[src/rtl/effect_cfg_if.sv]
// Single-word config write bus: the sequencer drives a held request and the
// sink returns a one-cycle-or-longer accept.
interface effect_cfg_if;
    logic       cfg_valid;
    logic [2:0] cfg_addr;
    logic [4:0] cfg_data;
    logic       cfg_ack;

    modport master (output cfg_valid, output cfg_addr, output cfg_data, input cfg_ack);
    modport slave  (input cfg_valid, input cfg_addr, input cfg_data, output cfg_ack);
endinterface

[src/rtl/effect_cfg_sequencer.sv]
// Pushes changed front-panel selections (effects, song, record mode) to the
// datapath register decoders; each burst starts only on an audio sample strobe.
module effect_cfg_sequencer #(
    parameter int ACK_TIMEOUT = 64,
    parameter int CNT_W       = 8
) (
    input  logic              clk,
    input  logic              reset,
    input  logic [16:0]       effect_choice_sel,
    input  logic [3:0]        song_name_sel,
    input  logic              record_mode_sel,
    input  logic              ready,
    effect_cfg_if.master      cfg,
    output logic              busy,
    output logic              cfg_error,
    output logic [CNT_W-1:0]  cfg_writes
);

    localparam int NF = 7;
    localparam int TW = (ACK_TIMEOUT > 1) ? $clog2(ACK_TIMEOUT) : 1;

    typedef enum logic [1:0] {IDLE, ARM, LOAD, SEND} state_t;

    state_t            state, state_next;
    logic [4:0]        field_in [NF];
    logic [4:0]        shadow   [NF];
    logic [NF-1:0]     dirty, dirty_next, changed, pending, clr, retry;
    logic [TW-1:0]     timer, timer_next;
    logic              valid_r, valid_next;
    logic [2:0]        addr_r, addr_next, sel;
    logic [4:0]        data_r, data_next;
    logic              error_next;
    logic [CNT_W-1:0]  writes_next;

    function automatic logic [2:0] lowest_set(input logic [NF-1:0] v);
        lowest_set = 3'd0;
        for (int i = NF - 1; i >= 0; i--) begin
            if (v[i]) lowest_set = 3'(i);
        end
    endfunction

    // Every field is zero-extended to the 5-bit bus width so shadows compare uniformly.
    always_comb begin
        field_in[0] = effect_choice_sel[4:0];
        field_in[1] = effect_choice_sel[9:5];
        field_in[2] = {3'b000, effect_choice_sel[11:10]};
        field_in[3] = {3'b000, effect_choice_sel[13:12]};
        field_in[4] = {2'b00, effect_choice_sel[16:14]};
        field_in[5] = {1'b0, song_name_sel};
        field_in[6] = {4'b0000, record_mode_sel};
        for (int i = 0; i < NF; i++) begin
            changed[i] = (field_in[i] != shadow[i]);
        end
    end

    assign pending = dirty | changed;
    assign sel     = lowest_set(dirty);

    always_comb begin
        state_next  = state;
        timer_next  = timer;
        valid_next  = valid_r;
        addr_next   = addr_r;
        data_next   = data_r;
        error_next  = cfg_error;
        writes_next = cfg_writes;
        clr         = '0;
        retry       = '0;
        case (state)
            IDLE: if (|dirty) state_next = ARM;
            ARM:  if (ready) state_next = LOAD;
            LOAD: begin
                if (|dirty) begin
                    clr        = 7'b1 << sel;
                    addr_next  = sel;
                    data_next  = shadow[sel];
                    valid_next = 1'b1;
                    timer_next = '0;
                    state_next = SEND;
                end else begin
                    state_next = IDLE;
                end
            end
            SEND: begin
                if (cfg.cfg_ack) begin
                    valid_next  = 1'b0;
                    writes_next = cfg_writes + 1'b1;
                    state_next  = (|pending) ? LOAD : IDLE;
                end else if (timer == TW'(ACK_TIMEOUT - 1)) begin
                    // Abandoned write is re-flagged so it retries on a later sample strobe.
                    valid_next = 1'b0;
                    error_next = 1'b1;
                    retry      = 7'b1 << addr_r;
                    state_next = IDLE;
                end else begin
                    timer_next = timer + 1'b1;
                end
            end
            default: state_next = IDLE;
        endcase
        // A fresh change outranks the load-clear on the same bit.
        dirty_next = (dirty & ~clr) | retry | changed;
    end

    always_ff @(posedge clk) begin
        if (reset) begin
            state      <= IDLE;
            timer      <= '0;
            valid_r    <= 1'b0;
            addr_r     <= 3'd0;
            data_r     <= 5'd0;
            cfg_error  <= 1'b0;
            cfg_writes <= '0;
            dirty      <= '1;
            for (int i = 0; i < NF; i++) shadow[i] <= field_in[i];
        end else begin
            state      <= state_next;
            timer      <= timer_next;
            valid_r    <= valid_next;
            addr_r     <= addr_next;
            data_r     <= data_next;
            cfg_error  <= error_next;
            cfg_writes <= writes_next;
            dirty      <= dirty_next;
            for (int i = 0; i < NF; i++) begin
                if (changed[i]) shadow[i] <= field_in[i];
            end
        end
    end

    assign cfg.cfg_valid = valid_r;
    assign cfg.cfg_addr  = addr_r;
    assign cfg.cfg_data  = data_r;
    assign busy          = (state != IDLE);

endmodule

[src/flat_wrapper.sv]
// flat-port wrapper written by rule: the top's interface ports become plain ports
module effect_cfg_sequencer_flat 
#(
    parameter int ACK_TIMEOUT = 64,
    parameter int CNT_W       = 8
)
  (clk, reset, effect_choice_sel, song_name_sel, record_mode_sel, ready, busy, cfg_error, cfg_writes, cfg_cfg_valid, cfg_cfg_addr, cfg_cfg_data, cfg_cfg_ack);
  effect_cfg_if cfg_i ();
  input  logic clk;
  input  logic reset;
  input  logic [16:0] effect_choice_sel;
  input  logic [3:0] song_name_sel;
  input  logic record_mode_sel;
  input  logic ready;
  output logic busy;
  output logic cfg_error;
  output logic [CNT_W-1:0] cfg_writes;
  output wire logic [$bits(cfg_i.cfg_valid)-1:0] cfg_cfg_valid;
  output wire logic [$bits(cfg_i.cfg_addr)-1:0] cfg_cfg_addr;
  output wire logic [$bits(cfg_i.cfg_data)-1:0] cfg_cfg_data;
  input wire logic [$bits(cfg_i.cfg_ack)-1:0] cfg_cfg_ack;
  assign cfg_cfg_valid = cfg_i.cfg_valid;
  assign cfg_cfg_addr = cfg_i.cfg_addr;
  assign cfg_cfg_data = cfg_i.cfg_data;
  assign cfg_i.cfg_ack = cfg_cfg_ack;
  effect_cfg_sequencer #(.ACK_TIMEOUT(ACK_TIMEOUT), .CNT_W(CNT_W)) u_core (.clk(clk), .reset(reset), .effect_choice_sel(effect_choice_sel), .song_name_sel(song_name_sel), .record_mode_sel(record_mode_sel), .ready(ready), .cfg(cfg_i), .busy(busy), .cfg_error(cfg_error), .cfg_writes(cfg_writes));
endmodule
[config.mk]
export PLATFORM = sky130hd
export DESIGN_NAME = effect_cfg_sequencer_flat
export DESIGN_NICKNAME = d
export VERILOG_FILES = /design/src/rtl/effect_cfg_if.sv /design/src/rtl/effect_cfg_sequencer.sv /design/src/flat_wrapper.sv
export SDC_FILE = /design/constraint.sdc
export NUM_CORES = 1
export LEC_CHECK = 0
export CORE_UTILIZATION = 56
export DETAILED_ROUTE_END_ITERATION = 8
export DONT_BUFFER_PORTS = 1
export GPL_TIMING_DRIVEN = 0
export PLACE_DENSITY = 0.79
export SLEW_MARGIN = 25
export SYNTH_ARGS = -nofsm -noshare
export SYNTH_HDL_FRONTEND = slang
export SYNTH_SLANG_ARGS = --single-unit
[constraint.sdc]
create_clock -name clk -period 2.1 [get_ports clk]
set_clock_uncertainty 0.1 [all_clocks]
set_input_delay 0.21 -clock clk [delete_from_list [all_inputs] [get_ports clk]]
set_output_delay 0.21 -clock clk [all_outputs]
set_load 0.05 [all_outputs]
==> reports/metrics.csv <==
metric,value,unit
cts_max_level,2,
synthFlopType,dfxtp_1,
row_count,24,
cap_violations,0,
drc,0,
grt_pass1_wl,9.49,mm
hold_violations,0,
placedCellCount,321,
io-pin-count,45,
die_area,5010,sq um
grt_usage,24.5,%
cp_cell_sequence,or4_4 -> buf_6 -> o21ai_4 -> nand2b_4 -> or4_1 -> nand2_1,
grt-ovfl-total,0,
gp_congestion,0.838,
worstSkewPairLatency,310,ps
cts_root_buffer,clkbuf_8,
finalMaxSlewViolations,0,
hold_path_end,u_core.cfg_error$_SDFFE_PP0P_,
cts_tree,yes,
fin_total_pwr,2080,uW
cp_data_arrival_time,2220,ps
detailedPlace.worstSlack,-260,ps
routed_via_density,6.03,
path_max_fanout,4,
avgSynthCellArea,9.85,sq um
fin_crit_sh,97.9,%
startpoint_type,register,
fin_area,3160,sq um
cp_slowest_cell,or4_4,
yosysWarnings,0,
synthCells,269,
status,finished clean,
syn_area,2650,sq um
via_count,2145,
port-buffer-count,0,
ir_drop,0.439,mV
path_clk_slew,90,ps
final_cell_mix,"31 x dfxtp_1, 30 x nor2_1, 22 x dlygate4sd3_1, 22 x edfxtp_1",
dp_hpwl,4.17,mm
ant_nets,0,
wire_per_inst,16.9,um
slew_headroom,52.5,%
mostFrequentLayoutCell,dfxtp_1,
drt-total-wl,6.01,mm
r2r-start,u_core.dirty[1]$_SDFF_PP1_,
cts_buffers,5,
dpl-instance-area,2710,sq um
drtIter0Drc,153,
initial_core_util,59.6,%
fmax,486,MHz
post_route_cells_drive_above_1_share,11.5,%
setup_viol,0,
critPathKind,reg2reg,
end_kind,register,
crit_buf_inv,1,
ff2ff_path_depth,6,
synth_seq_cells,55,
cp_top_family,simple AND/OR/NAND/NOR gates,
crit_required,2260,ps
stdcell_count,356,
tns,0,ps
cts_sinks,55,
die_height,70.8,um
ys_seq_area_share,49.9,%
die_w,70.8,um
powerDensity,656,nW/um^2
r2r_slack,40,ps
synth-edff-count,22,
nets,331,
tightest_slew,711,ps
clockBufferDepth,2,
min_delay_path_depth,3,
core,4440,sq um
antenna_found_initial,0,
antenna_cells,0,
drt-pass1-iter-count,6,
grt_pass1_vias,2048,
syn_nets,297,
syn2layout_area_growth,19.5,%
cp_slowest_stage_delay,540,ps
period_minus_slack,2060,ps
hold_path.class,in2reg,
rsz0062_at_grt,true,
leakagePower,0.00113,uW
synthArstFlopShare,0,%
min-delay-start,cfg_cfg_ack,
grt_max_degree,17,
r2r_end,u_core.timer[4]$_SDFFE_PP0P_,
synth_cell_types,44,
setup_ws,44.3,ps
## synth_stat cells (all sizes together) (3+ instances only)
master / instances / share of area (%)
nand2: 17 / 2.4
or2: 4 / 0.94
a22o: 4 / 1.3
mux2i: 3 / 1.1
or4: 4 / 1.3
xnor2: 15 / 5.0
xor2: 18 / 6.0
or3: 3 / 0.71
nand3b: 5 / 1.4
a21oi: 15 / 2.8
a211oi: 3 / 0.85
o211ai: 3 / 0.85
inv: 5 / 0.71
a221o: 3 / 1.1
nand2b: 5 / 1.5
nor3: 5 / 0.94
buf: 3 / 0.80
nor2: 30 / 4.3
nor4: 4 / 0.94
and3: 4 / 0.94
nand3: 18 / 3.4
nand4: 5 / 1.2
edfxtp: 22 / 25
clkbuf: 9 / 1.3
o21ai: 8 / 1.9
nor2b: 5 / 1.2
dfxtp: 33 / 25
## tightest hold or removal path: cells and delay by family
kind | cells | cell delay [ps]
and+or+nand+nor | 3 | 160
## worst max path at each step
| stage | from | slack (ps) | end | cells past startpoint |
|---|---|---|---|---|
| finish | u_core.dirty[1]$_SDFF_PP1_ | 40 | u_core.timer[4]$_SDFFE_PP0P_ | 6 |
| global route | u_core.dirty[2]$_SDFF_PP1_ | -20 | u_core.timer[2]$_SDFFE_PP0P_ | 6 |
| CTS | u_core.dirty[1]$_SDFF_PP1_ | 10 | u_core.timer[4]$_SDFFE_PP0P_ | 6 |
| detailed placement | u_core.timer[0]$_SDFFE_PP0P_ | -260 | u_core.dirty[6]$_SDFF_PP1_ | 6 |
| global placement | u_core.timer[0]$_SDFFE_PP0P_ | -230 | u_core.dirty[6]$_SDFF_PP1_ | 6 |
| floorplan | u_core.timer[0]$_SDFFE_PP0P_ | 110 | u_core.timer[4]$_SDFFE_PP0P_ | 6 |
## stage by stage
stage,hold slack (ps),util [%]
after global placement,209,61.1
final,9.20,71.2
after CTS,0.609,69.8
after floorplan,209,-
after detailed placement,209,61.1
after global routing,10.3,71.2
## power breakdown
group          leakage (uW)  internal [uW]  total, uW  switching [uW]
logic              0.000583            105        212             107
clock network     0.0000506            310        644             334
registers          0.000498           1150       1220            65.4
## state kept, by name (all words and copies together) (netlist names)
signal / count
u_core.cfg.cfg_addr: 3
u_core.cfg.cfg_data: 5
u_core.cfg.cfg_valid: 1
u_core.cfg_error: 1
u_core.cfg_writes: 8
u_core.dirty: 7
u_core.shadow: 22
u_core.state: 2
u_core.timer: 6
## cell families after synthesis
| kind of cell | count (synthesis) | synth area share, % |
|---|---|---|
| xor+xnor | 33 | 10.9 |
| buf+inv | 17 | 2.79 |
| fa+ha+maj | 2 | 0.945 |
| flops | 55 | 49.9 |
| mux | 3 | 1.13 |
| simple gates | 111 | 21.7 |
| compound gates | 48 | 12.7 |
## cell type report
| class | count | area [sq um] |
|---|---|---|
| fill | 343 | 1280 |
| clock buffer | 8 | 101 |
| inverter | 5 | 18.8 |
| timing repair buffer | 29 | 277 |
| buffer | 10 | 41.3 |
| sequential | 55 | 1330 |
| multi-input combinational | 197 | 1340 |
| tap | 52 | 65.1 |
## metal layers
metal,track usage (%),share of wire [%]
met2,40.2,48
met3,5.41,7.7
met1,31.8,43
met4,9.33,1.5
met5,0,0
## timing repair
item | CTS | global route
hold buffers | 22 | 0
hold endpoints to repair | 22 | 0
buffers inserted | 4 | 3
gates cloned | 0 | 0
endpoints found under the setup margin | 11 | 9
gates resized for setup | 9 | 10
pin swaps | 5 | 2
No activity file was read; power rests on OpenSTA's default activity.
==> patch 1: new RTL, same flow settings <==
Encoding of `state_t`: now one-hot (4 bits for 4 states).
--- a/src/rtl/effect_cfg_sequencer.sv
+++ b/src/rtl/effect_cfg_sequencer.sv
@@ -20,5 +20,5 @@
     localparam int TW = (ACK_TIMEOUT > 1) ? $clog2(ACK_TIMEOUT) : 1;
 
-    typedef enum logic [1:0] {IDLE, ARM, LOAD, SEND} state_t;
+    typedef enum logic [3:0] {IDLE = 4'b0001, ARM = 4'b0010, LOAD = 4'b0100, SEND = 4'b1000} state_t;
 
     state_t            state, state_next;
Formal check against the unedited RTL: no difference found for any inputs over 10 cycles, from zero or initial values and one cycle with reset high; not proved beyond that.
==> patch 1 against the original RTL <==
- worst setup slack lost 12 ps
- global-route usage grew 4.8 points
- critical endpoint is now u_core.state[0]$_SDFFE_PP1P_
- routed wire length grew 19%
- final area grew 9.5%
- total power grew 31%
- highest routed layer unchanged
- clock power grew 66%
- sequential cell count grew 2
- combinational power grew 69%
- area after synthesis grew 5.4%
- core utilization grew 1.7 points
- die area grew 5.3%
- sequential share of layout area shrank 2.5 points
==> patch 1: results (changes against the original RTL) <==
Synthesis
  – Syn_nets: 301 (+1.3%)
  – Yosys cell types: 51 (+16%)
  – Synth Instances: 273 (+1.5%)
  – Post-synth top cells: dfxtp_1 (35), nor2_1 (31), xor2_1 (27)
  – Most area-consuming cells after synthesis: dfxtp_1 (25%), edfxtp_1 (24%), xor2_1 (8.5%)
  – Register area share after synthesis: 0.4875 (-0.01136)

Global routing
  – Vias in the first global route: 2,345 (+15%)
  – Global Route Usage Sum: 0.2930 (+0.04822)
  – First-pass GRT wire length: 11.34 mm (+19%)

Setup path
  – Critical Path AT: 2200 ps (-20 ps)
  – Crit Path Max Fanout: 9 (+5)
  – Reg-to-reg endpoint: u_core.state[0]$_SDFFE_PP1P_
  – RR Startpoint: u_core.state[0]$_SDFFE_PP1P_

Timing
  – Slew margin rel.: 0.4229 (-0.1023)
  – Worst setup margin: 31.98 ps (-12.32 ps)

Detailed routing
  – DR pass1 iterations: 4 (-2)
  – Drt wl/cell: 18.41 µm (+9.0%)

Power
  – Worst VDD drop: 0.5053 mV (+15%)
  – LEAKAGE: 1.278 nW (+13%)

Finish
  – Non-Filler Instances: 388 (+9.0%)
  – Share of cells above drive strength 1: 0.1620 (+0.04686)
  – Final-layout fill cell count: 369 (+7.6%)

Placed design
  – Pre-CTS WS: -312.7 ps (-52.58 ps)
  – DPL Wire Length: 4.505 mm (+7.9%)
  – Cells after DPL: 340 (+5.9%)
  – Gpl congestion: 0.8813 (+5.2%)

Clocking
  – Clk slew on worst S/H paths: 70 ps (-20 ps)
  – H-tree depth: 3 (+1)
  – Num CTS Buffers: 9 (+4)

Hold path
  – Hold_sp: reset
  – Hold Path Sink: u_core.shadow[3][0]$_DFFE_PP_

Outcome
  – Status: finished, final reports clean
## patch 1: routing by layer
metal / share of wire / GRT usage
met1: 0.42 / 0.3536
met2: 0.49 / 0.4829
met3: 0.069 / 0.08287
met4: 0.027 / 0.1416
met5: 0 / 0
## patch 1: cells by family after synthesis
kind of cell,after synthesis,synth area share
AOI/OAI and AO/OA,49,0.1277
xor gates and xnor gates,33,0.1035
adders and majority gates,2,0.008959
buffers and inverters,14,0.02464
DFF,57,0.4875
muxes,10,0.03674
and+or+nand+nor,108,0.2110
## patch 1: per-stage QoR
step	instance area [µm²]	hold WS [ps]
floorplan	2794	208.9
global placement	2878	209.0
detailed placement	2883	209.0
CTS	3395	14.69
global route	3465	49.89
finish	3465	41.78
## patch 1: repair_timing
action	4_1_cts	5_1_grt
gates resized for setup	11	11
buffers inserted	5	4
endpoints found under the hold margin	26	0
endpoints found under the setup margin	15	24
pin swaps	6	5
hold buffers	24	0
## patch 1: final cells by class
type | count | share of cell area
Multi-Input combinational cell | 202 | 0.4128
Sequential cell | 57 | 0.3940
Timing Repair Buffer | 33 | 0.09101
Clock buffer | 11 | 0.04406
Tap cell | 67 | 0.02420
Clock inverter | 5 | 0.01517
Buffer | 8 | 0.01336
Inverter | 5 | 0.005417
## patch 1: report_power, final
part	internal (mW)	switching [mW]	leakage, nW
sequential	1.21	0.0878	0.514
clock	0.613	0.452	0.104
combinational	0.150	0.208	0.660
## patch 1: critical path: stages, from the launching register on
cell	delay [ps]
dfxtp_2	360
or4b_4	610
a311oi_4	310
buf_6	170
nor2_1	80
a21boi_0	270
a21oi_2	40
==> patch 2: new RTL, same flow settings <==
Made on the original files. `ACK_TIMEOUT` is set to 64 in 2 places; all go to 128.
--- a/src/rtl/effect_cfg_sequencer.sv
+++ b/src/rtl/effect_cfg_sequencer.sv
@@ -2,5 +2,5 @@
 // datapath register decoders; each burst starts only on an audio sample strobe.
 module effect_cfg_sequencer #(
-    parameter int ACK_TIMEOUT = 64,
+    parameter int ACK_TIMEOUT = 128,
     parameter int CNT_W       = 8
 ) (
--- a/src/flat_wrapper.sv
+++ b/src/flat_wrapper.sv
@@ -2,5 +2,5 @@
 module effect_cfg_sequencer_flat 
 #(
-    parameter int ACK_TIMEOUT = 64,
+    parameter int ACK_TIMEOUT = 128,
     parameter int CNT_W       = 8
 )
Behaviour: same outputs for any inputs over 10 cycles, from zero or initial values and one cycle with reset high; that may be too few to reach the edited logic, so the function may still have changed.
==> patch 2 against the original RTL <==
- the flow now finishes with violations (design-rule violations, negative hold slack)
- area after synthesis up 1.6%
- global-route usage up 0.96 points
- sequential cell count up 1
- count of clock-buffer cells in the layout down 1
- final area down 1.7%
- routed wire length up 0.65%
- core utilization down 1.7 points
- total power down 2.7%
- combinational power down 9.9%
- largest cell class is now registers
- worst setup slack worse by 27 ps
- cell count down 2.2%
==> patch 2: results (changes against the original RTL) <==
Global routing
  – Grt met1 use: 0.3232 (+0.005008)
  – First-pass GRT wire length: 9.818 mm (+3.5%)
  – M3 GR Usage: 0.07314 (+0.01901)
  – Vias in the first global route: 2,021 (-1.3%)
  – Global Route Usage Sum: 0.2544 (+0.009604)
  – Met2 Use GR: 0.4085 (+0.006756)

Setup path
  – Crit Path Max Fanout: 6 (+2)
  – Setup crit end: u_core.state[1]$_SDFFE_PP0P_
  – Critical Path AT: 2180 ps (-40 ps)
  – Largest stage delay, worst path: 560 ps (+20 ps)
  – RR Startpoint: u_core.dirty[3]$_SDFF_PP1_

Detailed routing
  – Starting DRT DRC Count: 120 (-22%)
  – Via count: 2,064 (-3.8%)
  – Met2 Wirelength: 2.858 mm (-0.83%)
  – Metal3 WL: 459 µm (-0.65%)
  – Detailed Route WL: 6.053 mm (+0.65%)
  – Post-route DRC: 4 (+4)

Finish
  – Share of cells above drive strength 1: 0.08446 (-0.03067)
  – Non-clk invs: 7 (+2)
  – CLK BUF: 7 (-1)
  – Layout area overhead: 15.53%
  – Final-layout fill cell count: 329 (-4.1%)
  – Buffer share of cell area: 0.09457 (-0.005868)
  – Fraction of area in registers: 0.4314 (+0.01225)
  – Largest regs: u_core.shadow: 22 flops, u_core.cfg_writes: 8 flops
  – Clock network area share: 0.02897 (-0.003055)

Synthesis
  – Register area share after synthesis: 0.4984 (about the same)
  – Yosys cell types: 49 (+11%)
  – Synthesized area per cell: 10.19 µm² (+3.5%)
  – Post-synthesis compound-gate area fraction: 0.1306 (+0.004043)
  – #FFs+latches synth: 56 (+1.8%)
  – Syn_nets: 292 (-1.7%)
  – Post-synthesis mux area share: 0.04091 (+0.02957)
  – Synth Area in Adders: 0.009298 (-0.0001493)
  – Most area-consuming cells after synthesis: dfxtp_1 (25%), edfxtp_1 (25%), xor2_1 (7.5%)
  – Synth Area in XOR/XNOR: 0.1074 (-0.001725)
  – Post-synth top cells: dfxtp_1 (34), nor2_1 (30), xor2_1 (23)

Power
  – Sw Share: 0.2427 (-0.001438)
  – Worst VDD drop: 0.3847 mV (-12%)
  – Gate power share: 0.094 (-0.008)
  – Net switching power: 489.9 µW (-3.3%)

Placed design
  – Placed cell areas: 2756 µm² (+1.6%)
  – Pre-CTS WS: 13.60 ps (+273.7 ps)
  – Gpl congestion: 0.8252 (-1.5%)

Outcome
  – Status: finished with violations
  – Failing checks: design-rule violations, negative hold slack

Clocking
  – Post-CTS Setup Bufs: 0 (-4)
  – Post_cts resized: 0 (-9)

Timing
  – Slew margin rel.: 0.5271 (+0.001919)
  – Hold Slack: -2.843 ps (-12.04 ps)
  – Worst setup margin: 16.85 ps (-27.45 ps)
  – Hold Fails Final Rpt: 1 (+1)
patch 2: changes by cell type in the layout (fill, tap and decap cells not counted), moves of 3 or more:
| cell | before | now |
|---|---|---|
| xor2_1 | 18 | 23 |
| or4_1 | 3 | 0 |
| a22o_1 | 4 | 1 |
| xnor2_1 | 15 | 10 |
| nand3_1 | 18 | 8 |
| buf_4 | 6 | 0 |
| nand2b_1 | 4 | 7 |
| o21ai_0 | 6 | 10 |
| mux2i_1 | 3 | 11 |
| clkbuf_1 | 9 | 4 |
| or3_1 | 1 | 4 |
| dfxtp_1 | 31 | 34 |
| nand3b_1 | 5 | 0 |
| a221o_1 | 3 | 0 |
patch 2: cell families (layout without fill, tap and decap cells):
kind of cell,count (synthesis),in the layout
AND/OR/NAND/NOR,95,95
flip-flops,56,56
AO/OA/AOI/OAI,50,51
XOR/XNOR,33,33
buffers and inverters,17,48
multiplexers,11,11
adder cells (fa/ha/maj),2,2
